File: src/rtl/io_pad_pkg.sv
// Shared constants for the bottom I/O pad conditioner and the fabric wrapper.
package io_pad_pkg;

  localparam int IO_NUM_GPIN        = 8;
  localparam int IO_SYNC_STAGES     = 2;
  localparam int IO_DEBOUNCE_CYCLES = 4;

  // Width of a counter that must hold 0 .. debounce_cycles-1 with headroom.
  function automatic int debounce_cnt_w(input int debounce_cycles);
    return $clog2(debounce_cycles) + 1;
  endfunction

endpackage

File: src/rtl/io_bottom_pad_conditioner_if.sv
// Pin-side and tile-side pad signals of the bottom I/O conditioner.
interface io_bottom_pad_conditioner_if
  import io_pad_pkg::*;
#(
  parameter int NUM_IN = IO_NUM_GPIN
);

  logic [NUM_IN-1:0] pad_in;
  logic [0:NUM_IN-1] gpin_o;
  logic [NUM_IN-1:0] in_edge;
  logic              gpout_i;
  logic              pad_out;

  // Chip/board side: drives the raw pins and the tile's GPOUT, observes the rest.
  modport master (
    output pad_in,
    output gpout_i,
    input  gpin_o,
    input  in_edge,
    input  pad_out
  );

  // Conditioner side.
  modport slave (
    input  pad_in,
    input  gpout_i,
    output gpin_o,
    output in_edge,
    output pad_out
  );

endinterface

File: src/rtl/pad_debounce_cell.sv
// One input pin: synchroniser chain, debounce counter, stable register, change pulse.
module pad_debounce_cell
  import io_pad_pkg::*;
#(
  parameter int SYNC_STAGES     = IO_SYNC_STAGES,
  parameter int DEBOUNCE_CYCLES = IO_DEBOUNCE_CYCLES,
  parameter int CNT_W           = debounce_cnt_w(IO_DEBOUNCE_CYCLES)
) (
  input  logic clk,
  input  logic reset,
  input  logic debounce_en,
  input  logic edge_allow,
  input  logic pad,
  output logic stable,
  output logic edge_pulse
);

  localparam logic [CNT_W-1:0] CNT_LAST = CNT_W'(DEBOUNCE_CYCLES - 1);

  logic [SYNC_STAGES-1:0] sync_q;
  logic [CNT_W-1:0]       cnt;
  logic [CNT_W-1:0]       cnt_next;
  logic                   den_prev;
  logic                   sync;
  logic                   stable_next;

  assign sync = sync_q[SYNC_STAGES-1];

  // Decide the next accepted level and counter; a mode change only clears the count.
  always_comb begin
    stable_next = stable;
    cnt_next    = '0;
    if (debounce_en != den_prev) begin
      stable_next = stable;
    end else if (!debounce_en) begin
      stable_next = sync;
    end else if (sync != stable) begin
      if (cnt == CNT_LAST) begin
        stable_next = sync;
      end else begin
        cnt_next = cnt + 1'b1;
      end
    end
  end

  // Synchroniser shift, state update and one-cycle change pulse.
  always_ff @(posedge clk) begin
    if (reset) begin
      sync_q     <= '0;
      cnt        <= '0;
      stable     <= 1'b0;
      edge_pulse <= 1'b0;
      den_prev   <= debounce_en;
    end else begin
      sync_q     <= {sync_q[SYNC_STAGES-2:0], pad};
      cnt        <= cnt_next;
      stable     <= stable_next;
      edge_pulse <= (stable_next != stable) & edge_allow;
      den_prev   <= debounce_en;
    end
  end

endmodule

File: src/rtl/io_bottom_pad_conditioner.sv
// Registered pad conditioning between chip pins and the bottom I/O tile.
module io_bottom_pad_conditioner
  import io_pad_pkg::*;
#(
  parameter int NUM_IN          = IO_NUM_GPIN,
  parameter int SYNC_STAGES     = IO_SYNC_STAGES,
  parameter int DEBOUNCE_CYCLES = IO_DEBOUNCE_CYCLES,
  parameter int CNT_W           = debounce_cnt_w(IO_DEBOUNCE_CYCLES)
) (
  input  logic                        clk,
  input  logic                        reset,
  input  logic                        cfg_done,
  input  logic                        debounce_en,
  io_bottom_pad_conditioner_if.slave  pads
);

  logic              cfg_done_q;
  logic              edge_allow;
  logic [NUM_IN-1:0] stable;
  logic [NUM_IN-1:0] edge_w;
  logic [0:NUM_IN-1] gpin_w;

  // A change only pulses when gating is open both before and after the edge,
  // so cfg_done transitions never masquerade as input edges.
  assign edge_allow = cfg_done & cfg_done_q;

  for (genvar i = 0; i < NUM_IN; i++) begin : g_cell
    pad_debounce_cell #(
      .SYNC_STAGES     (SYNC_STAGES),
      .DEBOUNCE_CYCLES (DEBOUNCE_CYCLES),
      .CNT_W           (CNT_W)
    ) u_cell (
      .clk         (clk),
      .reset       (reset),
      .debounce_en (debounce_en),
      .edge_allow  (edge_allow),
      .pad         (pads.pad_in[i]),
      .stable      (stable[i]),
      .edge_pulse  (edge_w[i])
    );
  end

  // Gate the stable levels onto the tile pads until the bitstream is loaded.
  always_comb begin
    gpin_w = '0;
    for (int i = 0; i < NUM_IN; i++) begin
      gpin_w[i] = stable[i] & cfg_done_q;
    end
  end

  assign pads.gpin_o  = gpin_w;
  assign pads.in_edge = edge_w;

  // Configuration-done flag and the registered chip output pin.
  always_ff @(posedge clk) begin
    if (reset) begin
      cfg_done_q   <= 1'b0;
      pads.pad_out <= 1'b0;
    end else begin
      cfg_done_q   <= cfg_done;
      pads.pad_out <= pads.gpout_i & cfg_done;
    end
  end

endmodule
File: src/flat_wrapper.sv
// flat-port wrapper written by rule: the top's interface ports become plain ports
module io_bottom_pad_conditioner_flat import io_pad_pkg::*;
#(
  parameter int NUM_IN          = IO_NUM_GPIN,
  parameter int SYNC_STAGES     = IO_SYNC_STAGES,
  parameter int DEBOUNCE_CYCLES = IO_DEBOUNCE_CYCLES,
  parameter int CNT_W           = debounce_cnt_w(IO_DEBOUNCE_CYCLES)
)
  (clk, reset, cfg_done, debounce_en, pads_pad_in, pads_gpout_i, pads_gpin_o, pads_in_edge, pads_pad_out);
  io_bottom_pad_conditioner_if #(.NUM_IN(NUM_IN)) pads_i ();
  input  logic clk;
  input  logic reset;
  input  logic cfg_done;
  input  logic debounce_en;
  input wire logic [$bits(pads_i.pad_in)-1:0] pads_pad_in;
  input wire logic [$bits(pads_i.gpout_i)-1:0] pads_gpout_i;
  output wire logic [$bits(pads_i.gpin_o)-1:0] pads_gpin_o;
  output wire logic [$bits(pads_i.in_edge)-1:0] pads_in_edge;
  output wire logic [$bits(pads_i.pad_out)-1:0] pads_pad_out;
  assign pads_i.pad_in = pads_pad_in;
  assign pads_i.gpout_i = pads_gpout_i;
  assign pads_gpin_o = pads_i.gpin_o;
  assign pads_in_edge = pads_i.in_edge;
  assign pads_pad_out = pads_i.pad_out;
  io_bottom_pad_conditioner #(.NUM_IN(NUM_IN), .SYNC_STAGES(SYNC_STAGES), .DEBOUNCE_CYCLES(DEBOUNCE_CYCLES), .CNT_W(CNT_W)) u_core (.clk(clk), .reset(reset), .cfg_done(cfg_done), .debounce_en(debounce_en), .pads(pads_i));
endmodule
File: config.mk
export PLATFORM = sky130hd
export DESIGN_NAME = io_bottom_pad_conditioner_flat
export DESIGN_NICKNAME = d
export VERILOG_FILES = /design/src/rtl/io_pad_pkg.sv /design/src/rtl/io_bottom_pad_conditioner_if.sv /design/src/rtl/pad_debounce_cell.sv /design/src/rtl/io_bottom_pad_conditioner.sv /design/src/flat_wrapper.sv
export SDC_FILE = /design/constraint.sdc
export NUM_CORES = 1
export LEC_CHECK = 0
export ABC_AREA = 0
export CORE_UTILIZATION = 55
export DETAILED_ROUTE_END_ITERATION = 12
export PLACE_DENSITY = 0.9
export RECOVER_POWER = 50
export SLEW_MARGIN = 20
export SYNTH_ARGS = -nofsm -noshare
export SYNTH_HDL_FRONTEND = slang
export SYNTH_SLANG_ARGS = --single-unit
export TNS_END_PERCENT = 30
File: constraint.sdc
create_clock -name clk -period 3.3 [get_ports clk]
set_clock_uncertainty 0.1 [all_clocks]
set_input_delay 0.495 -clock clk [delete_from_list [all_inputs] [get_ports clk]]
set_output_delay 0.495 -clock clk [all_outputs]
set_load 0.01 [all_outputs]
==> results of run 1 <==
==> final timing paths <==
kind	slack, ns	cells after the start	endpoint	startpoint
hold / removal	0.32	1	u_core.g_cell[2].u_cell.cnt[0]$_SDFF_PP0_	u_core.g_cell[2].u_cell.cnt[0]$_SDFF_PP0_
setup reg to reg	1.47	3	u_core.g_cell[7].u_cell.cnt[2]$_SDFF_PP0_	u_core.g_cell[0].u_cell.den_prev$_DFF_P_
hold reg to reg	0.32	1	u_core.g_cell[2].u_cell.cnt[0]$_SDFF_PP0_	u_core.g_cell[2].u_cell.cnt[0]$_SDFF_PP0_
setup / recovery	0.93	4	u_core.g_cell[7].u_cell.cnt[2]$_SDFF_PP0_	debounce_en
==> flip-flops by register name, summed over array words and instances (netlist names) <==
signal,count
u_core.g_cell.u_cell.cnt,24
u_core.g_cell.u_cell.sync_q,16
u_core.g_cell.u_cell.edge_pulse,8
u_core.g_cell.u_cell.stable,8
u_core.cfg_done_q,1
u_core.g_cell.u_cell.den_prev,1
u_core.pads.pad_out,1
==> routing by layer <==
metal	vias up	wire length (um)	GRT usage, %
met4	0	112	13.0
met2	44	1740	30.6
met5	-	0	0
li1	843	-	-
met3	14	172	7.26
met1	726	1710	22.7
==> layout make-up <==
type	instances	share of cell area [%]
clock buffers	13	5.73
clock inverters	2	1.26
inverters	16	2.17
multi-input cells	150	34.8
flip-flops and latches	59	42.6
well taps	50	2.26
repair buffers	32	11.2
==> logic make-up (layout without fill, tap and decap cells) <==
| kind of cell | count (synthesis) | after routing | synth area share [%] |
|---|---|---|---|
| compound gates | 24 | 24 | 7.26 |
| flops | 59 | 59 | 50.4 |
| buf+inv | 32 | 63 | 7.90 |
| fa+ha+maj | 16 | 16 | 8.54 |
| xor+xnor | 8 | 8 | 2.99 |
| simple gates | 102 | 102 | 22.9 |
==> power breakdown <==
part	switching [mW]	internal, mW
clock network	0.253	0.385
registers	0.0174	0.732
logic	0.0367	0.0434
total	0.307	1.16
==> per-stage QoR <==
| step | power [mW] | instance area (um2) | cells | hold WS, ns | utilization [%] |
|---|---|---|---|---|---|
| after floorplan | 0.818 | 2340 | 241 | 0.299 | - |
| after global placement | 0.844 | 2590 | 307 | 0.307 | 63.9 |
| after detailed placement | 0.849 | 2590 | 307 | 0.313 | 63.9 |
| after CTS | 1.48 | 2790 | 322 | 0.322 | 68.7 |
| after global routing | 1.52 | 2770 | 322 | 0.335 | 68.3 |
| final | 1.47 | 2770 | 322 | 0.316 | 68.3 |
==> cells in the final DEF, fill, tap and decap left out, types with 2 or more instances in the layout <==
cell,synthesis,final
a21oi_1,8,8
dfxtp_1,59,59
nor3_1,8,8
ha_1,16,16
xnor2_1,8,8
inv_1,16,16
or3_1,8,8
nand3_1,8,8
and2_0,0,2
nor2_1,24,24
and2b_1,6,6
a211oi_1,8,8
nand2_1,17,17
clkbuf_1,2,3
and2_1,10,8
dlygate4sd3_1,0,11
clkbuf_8,0,11
clkdlybuf4s50_1,0,18
nor2b_1,19,19
buf_4,8,2
a311oi_1,8,8
==> flow_summary.yaml, run 1 <==
timing:
  relSlewSlack_pct: 52.9
  worst_pin_slew_ns: 0.704
  fin_setup_tns_ns: 0
  slew_viol_final: 0
  hold_violations: 0
  fin_crit_sh_pct: 71.8
  rsz0062_at_grt: "no"
  fmax_mhz: 422
  fin_crit_ns: 2.37
  worst_slack_ns: 0.932
  setup-violations-final: 0
yosys:
  synth_nets: 270
  ys_top_cells_by_area: "dfxtp_1 50%, ha_1 8.5%, nor2b_1 5.1%"
  syn_inst: 241
  yosys_register_bits: 59
  synth.distinct_cells: 22
  avgSynthCellArea_um2: 9.72
  synth_edf_count: 0
  synth_area_um2: 2340
  yosys.area.top_type: "dfxtp_1"
  synth_common_cells: "59 x dfxtp_1, 24 x nor2_1, 19 x nor2b_1"
  synthFlopType: "dfxtp_1"
  synth_top_area_share_pct: 50.4
  yosysSeqAreaShare_pct: 50.4
  yosysWarnings: 0
  ys_async_sr_fraction_pct: 0
  synth_most_common_cell: "dfxtp_1"
placement:
  dpl.hpwl_um: 2680
  place.gp.congestion: 0.771
  portBuffers: 29
  preCtsSetupSlack_ns: 0.900
detailed_routing:
  wire_per_inst_um: 11.6
  drc: 0
  num_vias: 1627
  firstDrtPassIters: 4
  drt_wl_total_um: 3730
  drtAntennaViolNets: 0
  drtIter0Drc: 59
  routed_via_density: 5.05
floorplanning:
  die_h_um: 67.3
  die_w_um: 67.3
  die-area_um2: 4530
  io_pins: 30
  design.core.area_um2: 4060
  start_util_pct: 57.8
  rows: 23
worst_setup_path:
  crit_arrival_ns: 2.53
  path_delay_family: "simple AND/OR/NAND/NOR gates"
  cp_num_buf_inv: 1
  cp_max_fo: 20
  critPathLaunchType: "input port"
  worst_path_largest_cell_delay_ns: 0.99
  criticalPathCategory: "input port to register"
  cp_cell_sequence: "dlygate4sd3_1 > nand3b_1 > or3_1 > nor2_1"
  crit_path_top_delay_cell: "dlygate4sd3_1"
  cp-end-kind: "register"
  required_ns: 3.46
finish:
  multi_input_area_um2: 965
  regArea_um2: 1180
  antenna_cells: 0
  area_growth_pct: 18.3
  n_fill_cell: 321
  drive_gt1_share_pct: 5.88
  final_nets: 297
clocking:
  numCtsBuffers: 9
  postCtsSetupBuffers: 0
  clockBufferDepth: 2
  cts_sinks: 59
  root_buffer: "clkbuf_8"
  cts.repair.resized: 0
  tritoncts: "done"
  h-tree-depth: 3
  hold_buffers: 0
  clkLatencyLatePin_ns: 0.33
  cts.clk_slew.worst_paths_ns: 0.06
power:
  power_density_nw_per_um2: 530
  power.leakage_nw: 1.09
  ir_drop_v: 0.000359
hold_path:
  worstHoldPathType: "register to register"
run:
  max_cap_viol_count: 0
status:
  status: "completed"
global_routing:
  grt_usage_pct: 19.7
  grt_start_max_net_pins: 21
  antenna_found_initial: 0
  grt_pass1_vias: 1527
  grt_pass1_wl_um: 6360
  overflow: 0
(Power assumes the default switching activity.)
==> inputs of run 2 (changes only) <==
- CORE_UTILIZATION: 55 -> 49
- PLACE_DENSITY: 0.9 -> 0.86
- clock period: 3.3 -> 1.9 ns (I/O delays scaled with it)
==> flow_summary.yaml, run 2 (synthesized netlist as in run 1, its figures left out) <==
power:
  power_switching_mw: 0.550
  clockPowerShare_pct: 43.1
  power_frac_comb_pct: 5.8
  switching_share_pct: 21.6
  ir_drop_v: 0.000479
  power.leakage_nw: 1.09
  internal-power_mw: 1.99
  pwr-share-seq_pct: 51.2
  power_density_nw_per_um2: 909
timing:
  setup-violations-final: 0
  rsz0062_at_grt: "no"
  relSlewSlack_pct: 69.5
  worst_pin_slew_ns: 0.457
  fin_crit_sh_pct: 95.0
  fmax_mhz: 554
  slew_viol_final: 0
  fin_crit_ns: 1.81
  hold_violations: 0
  whs_ns: 0.317
  fin_setup_tns_ns: 0
floorplanning:
  start_util_pct: 52.4
  design.core.area_um2: 4470
  io_pins: 30
  die-area_um2: 5060
  die_w_um: 71.2
  rows: 24
  die_h_um: 71.2
worst_setup_path:
  cp_num_buf_inv: 1
  cp_max_fo: 4
  worst_path_largest_cell_delay_ns: 0.54
  critPathLaunchType: "register"
  cp_cell_sequence: "and2_1 > clkdlybuf4s50_1"
  path_delay_family: "buffers and inverters"
  cp-end-kind: "output pin"
  required_ns: 1.51
  crit_arrival_ns: 1.42
  crit_path_top_delay_cell: "clkdlybuf4s50_1"
  criticalPathCategory: "register to output pin"
hold_path:
  worstHoldPathType: "register to register"
status:
  violations: "DRC"
  status: "complete, but fails checks"
detailed_routing:
  drtIter0Drc: 82
  drt_wl_total_um: 4040
  drtAntennaViolNets: 0
  wire_per_inst_um: 12.2
  routed_via_density: 5.05
  drc: 2
  firstDrtPassIters: 8
  num_vias: 1667
finish:
  final_cell_mix: "58 x dfxtp_1, 24 x nor2_1, 21 x clkdlybuf4s50_1"
  drive_gt1_share_pct: 6.47
  final_core_util_pct: 62.5
  layout_commonest_cell: "dfxtp_1"
  area_growth_pct: 19.4
  antenna_cells: 0
  reg_top3: "u_core.g_cell.u_cell.cnt (24), u_core.g_cell.u_cell.sync_q (16)"
  fin_area_um2: 2800
  regMostFlops: "u_core.g_cell.u_cell.cnt"
  largest_register_ffs: 24
  final_nets: 302
global_routing:
  overflow: 0
  antenna_found_initial: 0
  grt_usage_pct: 18.5
  grt_pass1_vias: 1612
  grt_start_max_net_pins: 14
  grt_pass1_wl_um: 6930
clocking:
  postCtsSetupBuffers: 0
  hold_buffers: 0
  h-tree-depth: 3
  tritoncts: "done"
  cts.repair.resized: 1
  clockBufferDepth: 2
  cts_sinks: 59
  clkLatencyLatePin_ns: 0.33
  root_buffer: "clkbuf_8"
  cts.clk_slew.worst_paths_ns: 0.06
  numCtsBuffers: 9
placement:
  dpl_cell_area_um2: 2630
  place.gp.congestion: 0.774
  portBuffers: 29
  dpl.hpwl_um: 2830
run:
  max_cap_viol_count: 0
[run 2: cell types whose count changed in the layout (fill, tap and decap cells not counted), sizes merged]
cell / delta
dlygate4sd3: -3
clkbuf: +4
buf: +2
clkdlybuf4s50: +3
[run 2: power groups by stage]
stage,sequential [mW],clock (mW),combinational [mW]
2_1_floorplan,1.32,0,0.102
3_3_place_gp,1.33,0,0.149
3_5_place_dp,1.33,0,0.153
4_1_cts,1.30,1.11,0.154
5_1_grt,1.30,1.19,0.164
6_report,1.30,1.09,0.147
[run 2: routing by layer]
metal  up-vias  share of wire [%]  track usage (%)
li1        852                  -                -
met1       759                 44             20.7
met2        47                 48             30.5
met3         9                5.4             7.26
met4         0                2.0             9.78
met5         -                  0                0
[run 2: cell type report]
type	instances	area, um2
clock inverters	2	35.0
repair buffers	37	335
multi-input cells	150	965
fillers	370	1680
flip-flops and latches	59	1180
inverters	16	60.1
well taps	52	65.1
clock buffers	14	153
[run 2: worst reg2reg max path, cell delays in order (launching register included)]
cell	delay (ns)
dfxtp_1	0.57
nand3b_1	0.35
or3_1	0.49
nor2_1	0.11
[run 2: final timing paths]
| path | from | to | slack [ns] | cells past startpoint |
|---|---|---|---|---|
| hold / removal | u_core.g_cell[0].u_cell.cnt[0]$_SDFF_PP0_ | u_core.g_cell[0].u_cell.cnt[0]$_SDFF_PP0_ | 0.32 | 1 |
| setup / recovery | u_core.g_cell[2].u_cell.stable$_SDFF_PP0_ | pads_gpin_o[5] | 0.09 | 2 |
| hold reg to reg | u_core.g_cell[0].u_cell.cnt[0]$_SDFF_PP0_ | u_core.g_cell[0].u_cell.cnt[0]$_SDFF_PP0_ | 0.32 | 1 |
| setup reg to reg | u_core.g_cell[0].u_cell.den_prev$_DFF_P_ | u_core.g_cell[4].u_cell.cnt[2]$_SDFF_PP0_ | 0.23 | 3 |
[run 2: per-stage QoR]
| stage | instances | total power [mW] | worst slack [ns] |
|---|---|---|---|
| after floorplan | 241 | 1.42 | 0.561 |
| after global placement | 314 | 1.48 | 0.151 |
| after detailed placement | 314 | 1.48 | 0.115 |
| after CTS | 330 | 2.57 | 0.0349 |
| after global routing | 330 | 2.66 | 0.0262 |
| final | 330 | 2.54 | 0.0943 |
==> inputs of run 3 (changes only) <==
- CORE_UTILIZATION: 49 -> 55
- GPL_TIMING_DRIVEN: unset -> 1
- PLACE_DENSITY: 0.86 -> 0.9
- SLEW_MARGIN: 20 -> 5
- clock period: 1.9 -> 2.2 ns (I/O delays scaled with it)
==> flow_summary.yaml, run 3 (synthesized netlist as in run 1, its figures left out) <==
status:
  status: "completed"
detailed_routing:
  drt_wl_total_um: 3900
  drtIter0Drc: 55
  routed_via_density: 5.04
  drc: 0
  drtAntennaViolNets: 0
  num_vias: 1639
  firstDrtPassIters: 4
  wire_per_inst_um: 12.0
placement:
  preCtsSetupSlack_ns: 0.225
  dpl.hpwl_um: 2710
  dpl_cell_area_um2: 2610
  place.gp.congestion: 0.717
  portBuffers: 29
timing:
  hold_violations: 0
  worst_pin_slew_ns: 0.664
  fin_crit_sh_pct: 90.1
  slew_viol_final: 0
  setup-violations-final: 0
  rsz0062_at_grt: "no"
  relSlewSlack_pct: 55.7
  fin_crit_ns: 1.98
  fin_setup_tns_ns: 0
  fmax_mhz: 505
  worst_slack_ns: 0.218
clocking:
  numCtsBuffers: 9
  cts.repair.resized: 0
  cts.clk_slew.worst_paths_ns: 0.06
  clkLatencyLatePin_ns: 0.33
  clockBufferDepth: 2
  postCtsSetupBuffers: 0
  hold_buffers: 0
  h-tree-depth: 3
  root_buffer: "clkbuf_8"
  tritoncts: "done"
  cts_sinks: 59
finish:
  final_core_util_pct: 68.4
  regMostFlops: "u_core.g_cell.u_cell.cnt"
  reg_top3: "u_core.g_cell.u_cell.cnt (24), u_core.g_cell.u_cell.sync_q (16)"
  final_nets: 299
  n_fill_cell: 317
  layout_commonest_cell: "dfxtp_1"
  antenna_cells: 0
  drive_gt1_share_pct: 6.18
  largest_register_ffs: 24
  regArea_um2: 1180
  final_cell_mix: "59 x dfxtp_1, 24 x nor2_1, 19 x nor2b_1"
  fin_area_um2: 2780
  area_growth_pct: 18.5
  multi_input_area_um2: 965
power:
  ir_drop_v: 0.000601
  power_density_nw_per_um2: 776
  power.leakage_nw: 1.09
floorplanning:
  io_pins: 30
  die_h_um: 67.3
  rows: 23
  die_w_um: 67.3
  die-area_um2: 4530
  design.core.area_um2: 4060
  start_util_pct: 57.8
worst_setup_path:
  cp-end-kind: "output pin"
  criticalPathCategory: "register to output pin"
  critPathLaunchType: "register"
  cp_max_fo: 9
  crit_arrival_ns: 1.55
  required_ns: 1.77
run:
  max_cap_viol_count: 0
global_routing:
  grt_start_max_net_pins: 18
  antenna_found_initial: 0
  grt_pass1_vias: 1555
  grt_pass1_wl_um: 6500
  grt_usage_pct: 20.4
  overflow: 0
hold_path:
  worstHoldPathType: "register to register"
run 3: cell types whose count changed in the layout (fill, tap and decap cells not counted):
cell,before,now
and2_1,9,8
clkdlybuf4s50_1,21,18
bufinv_16,1,0
dfxtp_1,58,59
clkbuf_1,8,5
buf_4,4,2
dfxtp_4,1,0
clkbuf_8,10,13
and2_0,1,2
dlygate4sd3_1,8,11
run 3: worst max-delay path: stages (launching register included):
cell             delay (ns)
dfxtp_1                0.51
and2_1                 0.19
clkdlybuf4s50_1        0.53
run 3: path summary, 6_finish.rpt:
path | from | end | slack, ns | cells past startpoint
worst max register to register | u_core.g_cell[0].u_cell.den_prev$_DFF_P_ | u_core.g_cell[5].u_cell.stable$_SDFF_PP0_ | 0.34 | 4
worst min-delay path | u_core.g_cell[1].u_cell.cnt[0]$_SDFF_PP0_ | u_core.g_cell[1].u_cell.cnt[0]$_SDFF_PP0_ | 0.32 | 1
worst max-delay path | u_core.cfg_done_q$_SDFF_PP0_ | pads_gpin_o[7] | 0.22 | 2
worst min register to register | u_core.g_cell[1].u_cell.cnt[0]$_SDFF_PP0_ | u_core.g_cell[1].u_cell.cnt[0]$_SDFF_PP0_ | 0.32 | 1
run 3: final cells by class:
cell class	count	area share, %
multi-input cells	150	34.7
repair buffers	34	11.4
clock buffers	15	6.71
clock inverters	1	0.180
flip-flops and latches	59	42.5
inverters	16	2.16
well taps	50	2.25
run 3: metal layers:
metal	part of all wire (%)	global-route usage [%]
met1	46	22.4
met2	47	33.6
met3	3.9	5.57
met4	2.9	15.2
met5	0	0
run 3: power by group:
part,leakage [nW],internal (mW),switching [mW]
combinational,0.509,0.0657,0.0585
sequential,0.481,1.10,0.0265
clock,0.0997,0.531,0.375
run 3: through the flow:
stage	std cells	total power, mW	hold WS [ns]
after global routing	325	2.24	0.344
after CTS	325	2.18	0.325
final	325	2.15	0.322
after detailed placement	309	1.28	0.316
after global placement	309	1.27	0.309
after floorplan	241	1.23	0.258
